===== src/rtl/box_stack_control.sv =====
module box_stack_control #(
  parameter logic [9:0] PLAYER_BASE_HEIGHT = 10'd30,
  parameter logic [9:0] BOX_HEIGHT         = 10'd10,
  parameter logic [3:0] MAX_BOXES          = 4'd5,
  parameter logic [9:0] PLAYER_WIDTH       = 10'd20,
  parameter logic [9:0] BOX_WIDTH          = 10'd20,
  parameter logic [9:0] SPAWN_X_MIN        = 10'd150,
  parameter logic [9:0] SPAWN_X_MAX        = 10'd600,
  parameter logic [7:0] RESPAWN_TICKS      = 8'd60,
  parameter logic [9:0] LFSR_SEED          = 10'h2A5,
  parameter logic [9:0] BOX_LIFETIME       = 10'd300
) (
  input  logic       clk,
  input  logic       rst,
  input  logic       game_en,
  input  logic [9:0] player_x_pos,
  input  logic       box_dropped,
  output logic [9:0] player_current_height,
  output logic [3:0] stack_count,
  output logic       box_active,
  output logic [9:0] box_x_pos,
  output logic       box_collected
);

  typedef enum logic [1:0] {
    ST_RESPAWN,
    ST_SPAWN,
    ST_ACTIVE
  } state_t;

  state_t     state_q,  state_d;
  logic [7:0] cnt_q,    cnt_d;
  logic [9:0] lfsr_q,   lfsr_d;
  logic [3:0] stack_q,  stack_d;
  logic [9:0] height_q, height_d;
  logic       active_q, active_d;
  logic [9:0] box_x_q,  box_x_d;
  logic       coll_q,   coll_d;
`ifdef BOX_TIMEOUT_EN
  logic [9:0] life_q,   life_d;
`endif

  logic [10:0] box_right;
  logic [10:0] player_right;
  logic        overlap;
  logic        pickup;
  logic        drop;

  assign box_right    = {1'b0, box_x_q} + {1'b0, BOX_WIDTH};
  assign player_right = {1'b0, player_x_pos} + {1'b0, PLAYER_WIDTH};
  assign overlap      = ({1'b0, player_x_pos} < box_right) &&
                        (player_right > {1'b0, box_x_q});

  always_comb begin
    state_d  = state_q;
    cnt_d    = cnt_q;
    lfsr_d   = lfsr_q;
    stack_d  = stack_q;
    height_d = height_q;
    active_d = active_q;
    box_x_d  = box_x_q;
    coll_d   = coll_q;
`ifdef BOX_TIMEOUT_EN
    life_d   = life_q;
`endif
    pickup   = 1'b0;
    drop     = 1'b0;

    if (game_en) begin
      lfsr_d = {lfsr_q[8:0], lfsr_q[9] ^ lfsr_q[6]};
      coll_d = 1'b0;

      case (state_q)
        ST_RESPAWN: begin
          if (cnt_q == 8'd0) begin
            state_d = ST_SPAWN;
          end else begin
            cnt_d = cnt_q - 8'd1;
          end
        end
        ST_SPAWN: begin
          if ((lfsr_q >= SPAWN_X_MIN) && (lfsr_q <= SPAWN_X_MAX)) begin
            box_x_d  = lfsr_q;
            active_d = 1'b1;
            state_d  = ST_ACTIVE;
`ifdef BOX_TIMEOUT_EN
            life_d   = '0;
`endif
          end
        end
        ST_ACTIVE: begin
          if (overlap && (stack_q < MAX_BOXES)) begin
            pickup   = 1'b1;
            coll_d   = 1'b1;
            active_d = 1'b0;
            cnt_d    = RESPAWN_TICKS;
            state_d  = ST_RESPAWN;
`ifdef BOX_TIMEOUT_EN
          end else if (life_q == (BOX_LIFETIME - 10'd1)) begin
            active_d = 1'b0;
            cnt_d    = RESPAWN_TICKS;
            state_d  = ST_RESPAWN;
          end else begin
            life_d = life_q + 10'd1;
`endif
          end
        end
        default: begin
          state_d = ST_RESPAWN;
          cnt_d   = RESPAWN_TICKS;
        end
      endcase

      drop = box_dropped && (stack_q != 4'd0);
      if (pickup && !drop) begin
        stack_d = stack_q + 4'd1;
      end else if (drop && !pickup) begin
        stack_d = stack_q - 4'd1;
      end
      height_d = PLAYER_BASE_HEIGHT + (10'(stack_d) * BOX_HEIGHT);
    end
  end

  always_ff @(posedge clk or negedge rst) begin
    if (!rst) begin
      state_q  <= ST_RESPAWN;
      cnt_q    <= RESPAWN_TICKS;
      lfsr_q   <= LFSR_SEED;
      stack_q  <= '0;
      height_q <= PLAYER_BASE_HEIGHT;
      active_q <= 1'b0;
      box_x_q  <= '0;
      coll_q   <= 1'b0;
`ifdef BOX_TIMEOUT_EN
      life_q   <= '0;
`endif
    end else begin
      state_q  <= state_d;
      cnt_q    <= cnt_d;
      lfsr_q   <= lfsr_d;
      stack_q  <= stack_d;
      height_q <= height_d;
      active_q <= active_d;
      box_x_q  <= box_x_d;
      coll_q   <= coll_d;
`ifdef BOX_TIMEOUT_EN
      life_q   <= life_d;
`endif
    end
  end

  assign player_current_height = height_q;
  assign stack_count           = stack_q;
  assign box_active            = active_q;
  assign box_x_pos             = box_x_q;
  assign box_collected         = coll_q;

endmodule


===== config.mk =====
export PLATFORM = sky130hd
export DESIGN_NAME = box_stack_control
export DESIGN_NICKNAME = d
export VERILOG_FILES = /design/src/rtl/box_stack_control.sv
export SDC_FILE = /design/constraint.sdc
export NUM_CORES = 1
export LEC_CHECK = 0
export CORE_ASPECT_RATIO = 0.9
export CORE_MARGIN = 4
export CORE_UTILIZATION = 43
export CTS_BUF_LIST = sky130_fd_sc_hd__clkbuf_4 sky130_fd_sc_hd__clkbuf_8 sky130_fd_sc_hd__clkbuf_16
export DETAILED_ROUTE_END_ITERATION = 16
export GPL_ROUTABILITY_DRIVEN = 0
export HOLD_SLACK_MARGIN = 0.15
export PLACE_DENSITY = 0.71
export SLEW_MARGIN = 20
export SYNTH_ARGS = -nofsm -noshare
export SYNTH_HDL_FRONTEND = slang
export SYNTH_SLANG_ARGS = --single-unit

===== constraint.sdc =====
create_clock -name clk -period 6.2 [get_ports clk]
set_clock_uncertainty 0.1 [all_clocks]
set_input_delay 0.93 -clock clk [delete_from_list [all_inputs] [get_ports clk]]
set_output_delay 0.93 -clock clk [all_outputs]
set_load 0.05 [all_outputs]

==> results of run 1 <==
-- worst min-delay path, stage by stage (launching register included) --
cell and delay, ns:
dfstp_2 0.38, nor2_1 0.08, a21oi_1 0.05
-- state kept, by name, indices dropped and copies added (netlist names) --
name	cells
box_active	1
box_collected	1
box_x_pos	10
cnt_q	8
lfsr_q	10
player_current_height	8
stack_count	4
state_q	2
-- area by class of cell --
class / instances / area, µm²
clock buffers: 5 / 68.82
flip-flops and latches: 44 / 1117
clock inverters: 3 / 46.29
fillers: 610 / 3119
repair buffers: 42 / 402.9
well taps: 90 / 112.6
multi-input cells: 235 / 1773
inverters: 23 / 86.33
-- stage by stage --
step / hold WS, ns / util [%] / instance area [µm²]
2_1_floorplan: 0.3917 / - / 3033
3_3_place_gp: 0.3793 / 51.92 / 3492
3_5_place_dp: 0.3852 / 51.92 / 3492
4_1_cts: 0.4055 / 53.63 / 3607
5_1_grt: 0.4339 / 53.63 / 3607
6_report: 0.3979 / 53.63 / 3607
-- path summary, 6_finish.rpt --
path | startpoint | end | slack [ns] | cells after the start
setup / recovery | player_x_pos[2] | player_current_height[6] | 0.63 | 21
min in group asynchronous | rst | box_x_pos[1] | 0.66 | 1
hold reg to reg | player_current_height[1] | player_current_height[1] | 0.40 | 2
hold / removal | player_current_height[1] | player_current_height[1] | 0.40 | 2
max in group asynchronous | rst | stack_count[0] | 4.74 | 1
setup reg to reg | box_x_pos[6] | player_current_height[6] | 1.24 | 21
-- cells by family after synthesis --
logic type               after synthesis  synth area share, %
AO/OA/AOI/OAI                         66                14.87
XOR/XNOR                              30                9.170
adder cells (fa/ha/maj)               32                13.30
buffers and inverters                 33                4.915
flip-flops                            44                36.89
multiplexers                          17                6.361
other                                  1               0.1238
AND/OR/NAND/NOR                       88                14.37
-- cells in the mapped netlist, types with 3 or more instances --
cell type	n	area [µm²]
clkbuf_1	4	15.01
mux2_2	14	157.7
xor2_1	7	61.31
nor3_1	4	20.02
inv_1	23	86.33
nand4_1	6	37.54
ha_1	29	362.9
nor4_1	4	25.02
a21o_1	3	22.52
nor2_1	17	63.81
xnor2_1	22	192.7
dfrtp_1	31	775.7
or3_1	3	18.77
nand2_1	30	112.6
nand3_1	8	40.04
a21oi_1	21	105.1
o21ai_0	19	95.09
dfstp_2	13	341.6
-- report_power, final --
part | internal (mW) | total, mW | switching (mW)
Sequential | 0.459 | 0.618 | 0.158
Clock | 0.122 | 0.232 | 0.110
Combinational | 0.601 | 1.42 | 0.823
-- layer usage --
metal / GRT usage, % / part of all wire (%)
met1: 24.06 / 50
met2: 26.82 / 45
met3: 2.405 / 3.0
met4: 6.115 / 1.4
met5: 0 / 0
==> flow_summary.toml, run 1 <==
[cts]
tritoncts = "built"
h-tree-depth = 2
cts_resized = 0
cts_root_buf = "clkbuf_8"
worstSkewPairLatency_ns = 0.31
clkSinkCount = 44
clkTransAtPathRegs_ns = 0.09
cts_hold_buf = 0
cts_made_buffers = 5
clk_path_buf_depth = 2
post-cts-setup-buffers = 0

[setup_path]
crit_family = "adder cells"
crit_chain = "clkdlybuf4s50_1 -> ha_1 -> o2111ai_1 -> xnor2_1 -> ha_1 -> nand3_1 -> o21ba_2 -> o21ai_0 -> a211oi_4 -> maj3_1 -> nor2_1 -> a21oi_1 -> inv_1 -> ha_1 -> ha_1 -> nor2_1 -> nand4b_1 -> mux2_2 -> o2111ai_2 -> xnor2_1 -> mux2_4"
crit_type = "in -> reg"
worstPathArrival_ns = 5.67
critical_path_peak_fanout = 5
crit_path_end_kind = "register"
path_buf_inv = 2
critical-path-max-stage-delay_ns = 0.48
required_ns = 6.30
critPathLaunchType = "input port"
crit_top_cell = "ha_1"
critPathSlowestCell = "clkdlybuf4s50_1"

[placement]
dp.cells = 434
dp_slack_ns = 0.3099
io_buffer_count = 37
dp.final_hpwl_um = 4978

[yosys]
async_reset_ff_share_pct = 100.0
yosys_register_bits = 44
synth_seq_area_share_pct = 36.89
syn_area_um2 = 3029
ys.flop_type = "dfrtp_1"
syn_area_per_cell_um2 = 9.740
netlist-cell-type-count = 55
synth-edff-count = 0
synthCells = 311
synth_warnings = 0

[routing]
drt-total-wl_um = 6463
drt_first_pass_iters = 4
postRouteAntennaNets = 0
viasPerCell = 5.296
routedWlPerCell_um = 14.62
drtIter0Drc = 95
drc = 0
dr_total_vias = 2341

[global_routing]
grt_pass1_wl_um = 11230
overflow = 0
antenna_found_initial = 0
grt_pass1_vias = 2331
grt_start_max_net_pins = 45
grt_util_all_layers_pct = 17.08

[timing]
finalHoldViolations = 0
min_period_ns = 5.569
tns_ns = 0
rsz0062_at_grt = "false"
fin_ws_ns = 0.6309
min_period_over_period_pct = 89.82
final_max_slew_viol_count = 0
clock.fmax_mhz = 179.6
tightest_slew_ns = 0.9566
relSlewSlack_pct = 36.23
setup_viol = 0

[finish]
final_common_cell = "clkdlybuf4s50_1"
diodes = 0
drive_gt1_share_pct = 15.06
finalNonFillerCells = 442
synthToLayoutAreaGrowth_pct = 19.08
final_cell_mix = "clkdlybuf4s50_1 (36), dfrtp_1 (31), nand2_1 (30)"
nets = 395

[hold_path]
hp-class = "reg -> reg"

[floorplanning]
core_um2 = 6726
start_util_pct = 45.03
die_w_um = 96.47
dieArea_um2 = 8453
die_h_um = 87.63
num_rows = 28
ios = 40

[run]
maxCapViolCount = 0

[power_and_ir_drop]
power_density_nw_per_um2 = 630.4
power_mw = 2.274
ir_drop_mv = 0.2561
p_leak_nw = 1.499

[status]
status = "finished clean"
(Power assumes the default switching activity.)
==> run 2, diff against run 1 <==
Settings changed: CORE_UTILIZATION 43 to 56, GPL_ROUTABILITY_DRIVEN 0 to 1, PLACE_DENSITY 0.71 to 0.87, SKIP_LAST_GASP from default to 1.
==> flow_summary.toml, run 2 (synthesis results as in run 1) <==
[status]
status = "finished clean"

[finish]
synthToLayoutAreaGrowth_pct = 17.55
nets = 395
final_common_cell = "clkdlybuf4s50_1"
final_cell_mix = "clkdlybuf4s50_1 (36), dfrtp_1 (31), nand2_1 (30)"
diodes = 0
finish.utilization_pct = 67.76
drive_gt1_share_pct = 15.06

[global_routing]
met3_usage_pct = 4.777
overflow = 0
grt_use_met1_pct = 27.89
grt_pass1_vias = 2416
busiest_layer = "met2"
grt_pass1_wl_um = 11160
antenna_found_initial = 0
grt.met2_usage_pct = 33.54
grt_start_max_net_pins = 45
grt_util_all_layers_pct = 21.00

[timing]
finalHoldViolations = 0
clock.fmax_mhz = 174.2
setup_viol = 0
fin_ws_ns = 0.4593
tns_ns = 0
final_max_slew_viol_count = 0
rsz0062_at_grt = "false"
min_period_ns = 5.741
tightest_slew_ns = 0.9778
relSlewSlack_pct = 34.81
min_period_over_period_pct = 92.59

[floorplanning]
dieArea_um2 = 6652
core_um2 = 5255
ios = 40
die_h_um = 77.78
start_util_pct = 57.64
num_rows = 25
die_w_um = 85.53

[cts]
h-tree-depth = 2
cts_root_buf = "clkbuf_8"
cts_made_buffers = 5
worstSkewPairLatency_ns = 0.30
clkSinkCount = 44
clkTransAtPathRegs_ns = 0.08
cts_hold_buf = 0
tritoncts = "built"
cts_resized = 0
post-cts-setup-buffers = 0
clk_path_buf_depth = 2

[routing]
drt_first_pass_iters = 4
drt-total-wl_um = 6553
postRouteAntennaNets = 0
viasPerCell = 5.845
dr_total_vias = 2449
drtIter0Drc = 185
drc = 0
routedWlPerCell_um = 15.64

[placement]
place.gp.congestion = 0.9193
io_buffer_count = 37
dp_slack_ns = 0.1694
dp.final_hpwl_um = 4888

[setup_path]
crit_type = "in -> reg"
r2r-start = "box_x_pos[5]"
crit_family = "adder cells"
critical-path-max-stage-delay_ns = 0.56
critPathLaunchType = "input port"
path_buf_inv = 1
required_ns = 6.29
critical_path_peak_fanout = 10
worstPathArrival_ns = 5.83
crit_chain = "clkdlybuf4s50_1 -> ha_1 -> o21ai_0 -> xnor2_1 -> ha_1 -> nand4_1 -> a21oi_1 -> o21ai_0 -> a211oi_4 -> mux2i_1 -> xor2_1 -> ha_1 -> ha_1 -> fa_1 -> xor3_1 -> xnor2_1 -> mux2_4"
crit_top_cell = "ha_1"
crit_start = "player_x_pos[2]"
critPathSlowestCell = "a211oi_4"
crit_path_end_kind = "register"

[run]
maxCapViolCount = 0

[hold_path]
hp-class = "reg -> reg"
min-delay-start = "player_current_height[3]"
[run 2: cell types whose count changed in the layout (fill, tap and decap cells not counted)]
cell	previous run	this run
clkinvlp_4	1	0
bufinv_16	1	0
clkbuf_4	0	2
clkbuf_8	5	6
inv_6	1	0
[run 2: cell type report]
class                   count  area, µm²
multi-input cells         235       1773
fillers                   409       1694
flip-flops and latches     44       1117
repair buffers             42      402.9
clock buffers               8      97.59
inverters                  23      86.33
well taps                  67      83.83
[run 2: path summary, 6_finish.rpt]
| check | slack [ns] | depth (start not counted) | to |
|---|---|---|---|
| worst max-delay path | 0.46 | 17 | player_current_height[6] |
| worst min-delay path | 0.39 | 2 | player_current_height[3] |
| worst max register to register | 0.78 | 17 | player_current_height[6] |
| worst min register to register | 0.39 | 2 | player_current_height[3] |
| max in group asynchronous | 4.71 | 1 | box_x_pos[8] |
| min in group asynchronous | 0.68 | 1 | player_current_height[5] |
[run 2: layer usage]
metal  vias up  share of wire [%]
li1       1185                  -
met1      1188                 45
met2        66                 50
met3        10                4.0
met4         0                1.4
met5         -                  0
[run 2: per-stage QoR]
| step | std cells | hold slack, ns | area [µm²] |
|---|---|---|---|
| 2_1_floorplan | 312 | 0.3917 | 3033 |
| 3_3_place_gp | 411 | 0.3765 | 3463 |
| 3_5_place_dp | 411 | 0.3772 | 3463 |
| 4_1_cts | 419 | 0.3937 | 3561 |
| 5_1_grt | 419 | 0.4285 | 3561 |
| 6_report | 419 | 0.3921 | 3561 |
[run 2: worst register-to-register path: cells and delay by family (launching register included)]
family	cells	cell delay (ns)
compound gates	3	1.08
xor+xnor	4	0.97
fa+ha+maj	4	1.23
buf+inv	1	0.13
flops	1	0.44
mux	2	0.66
simple gates	3	0.71
Power of run 2 is left out: the tool's default activity adds up to more than one toggle a clock period on the data nets, which glitch-free logic cannot reach.
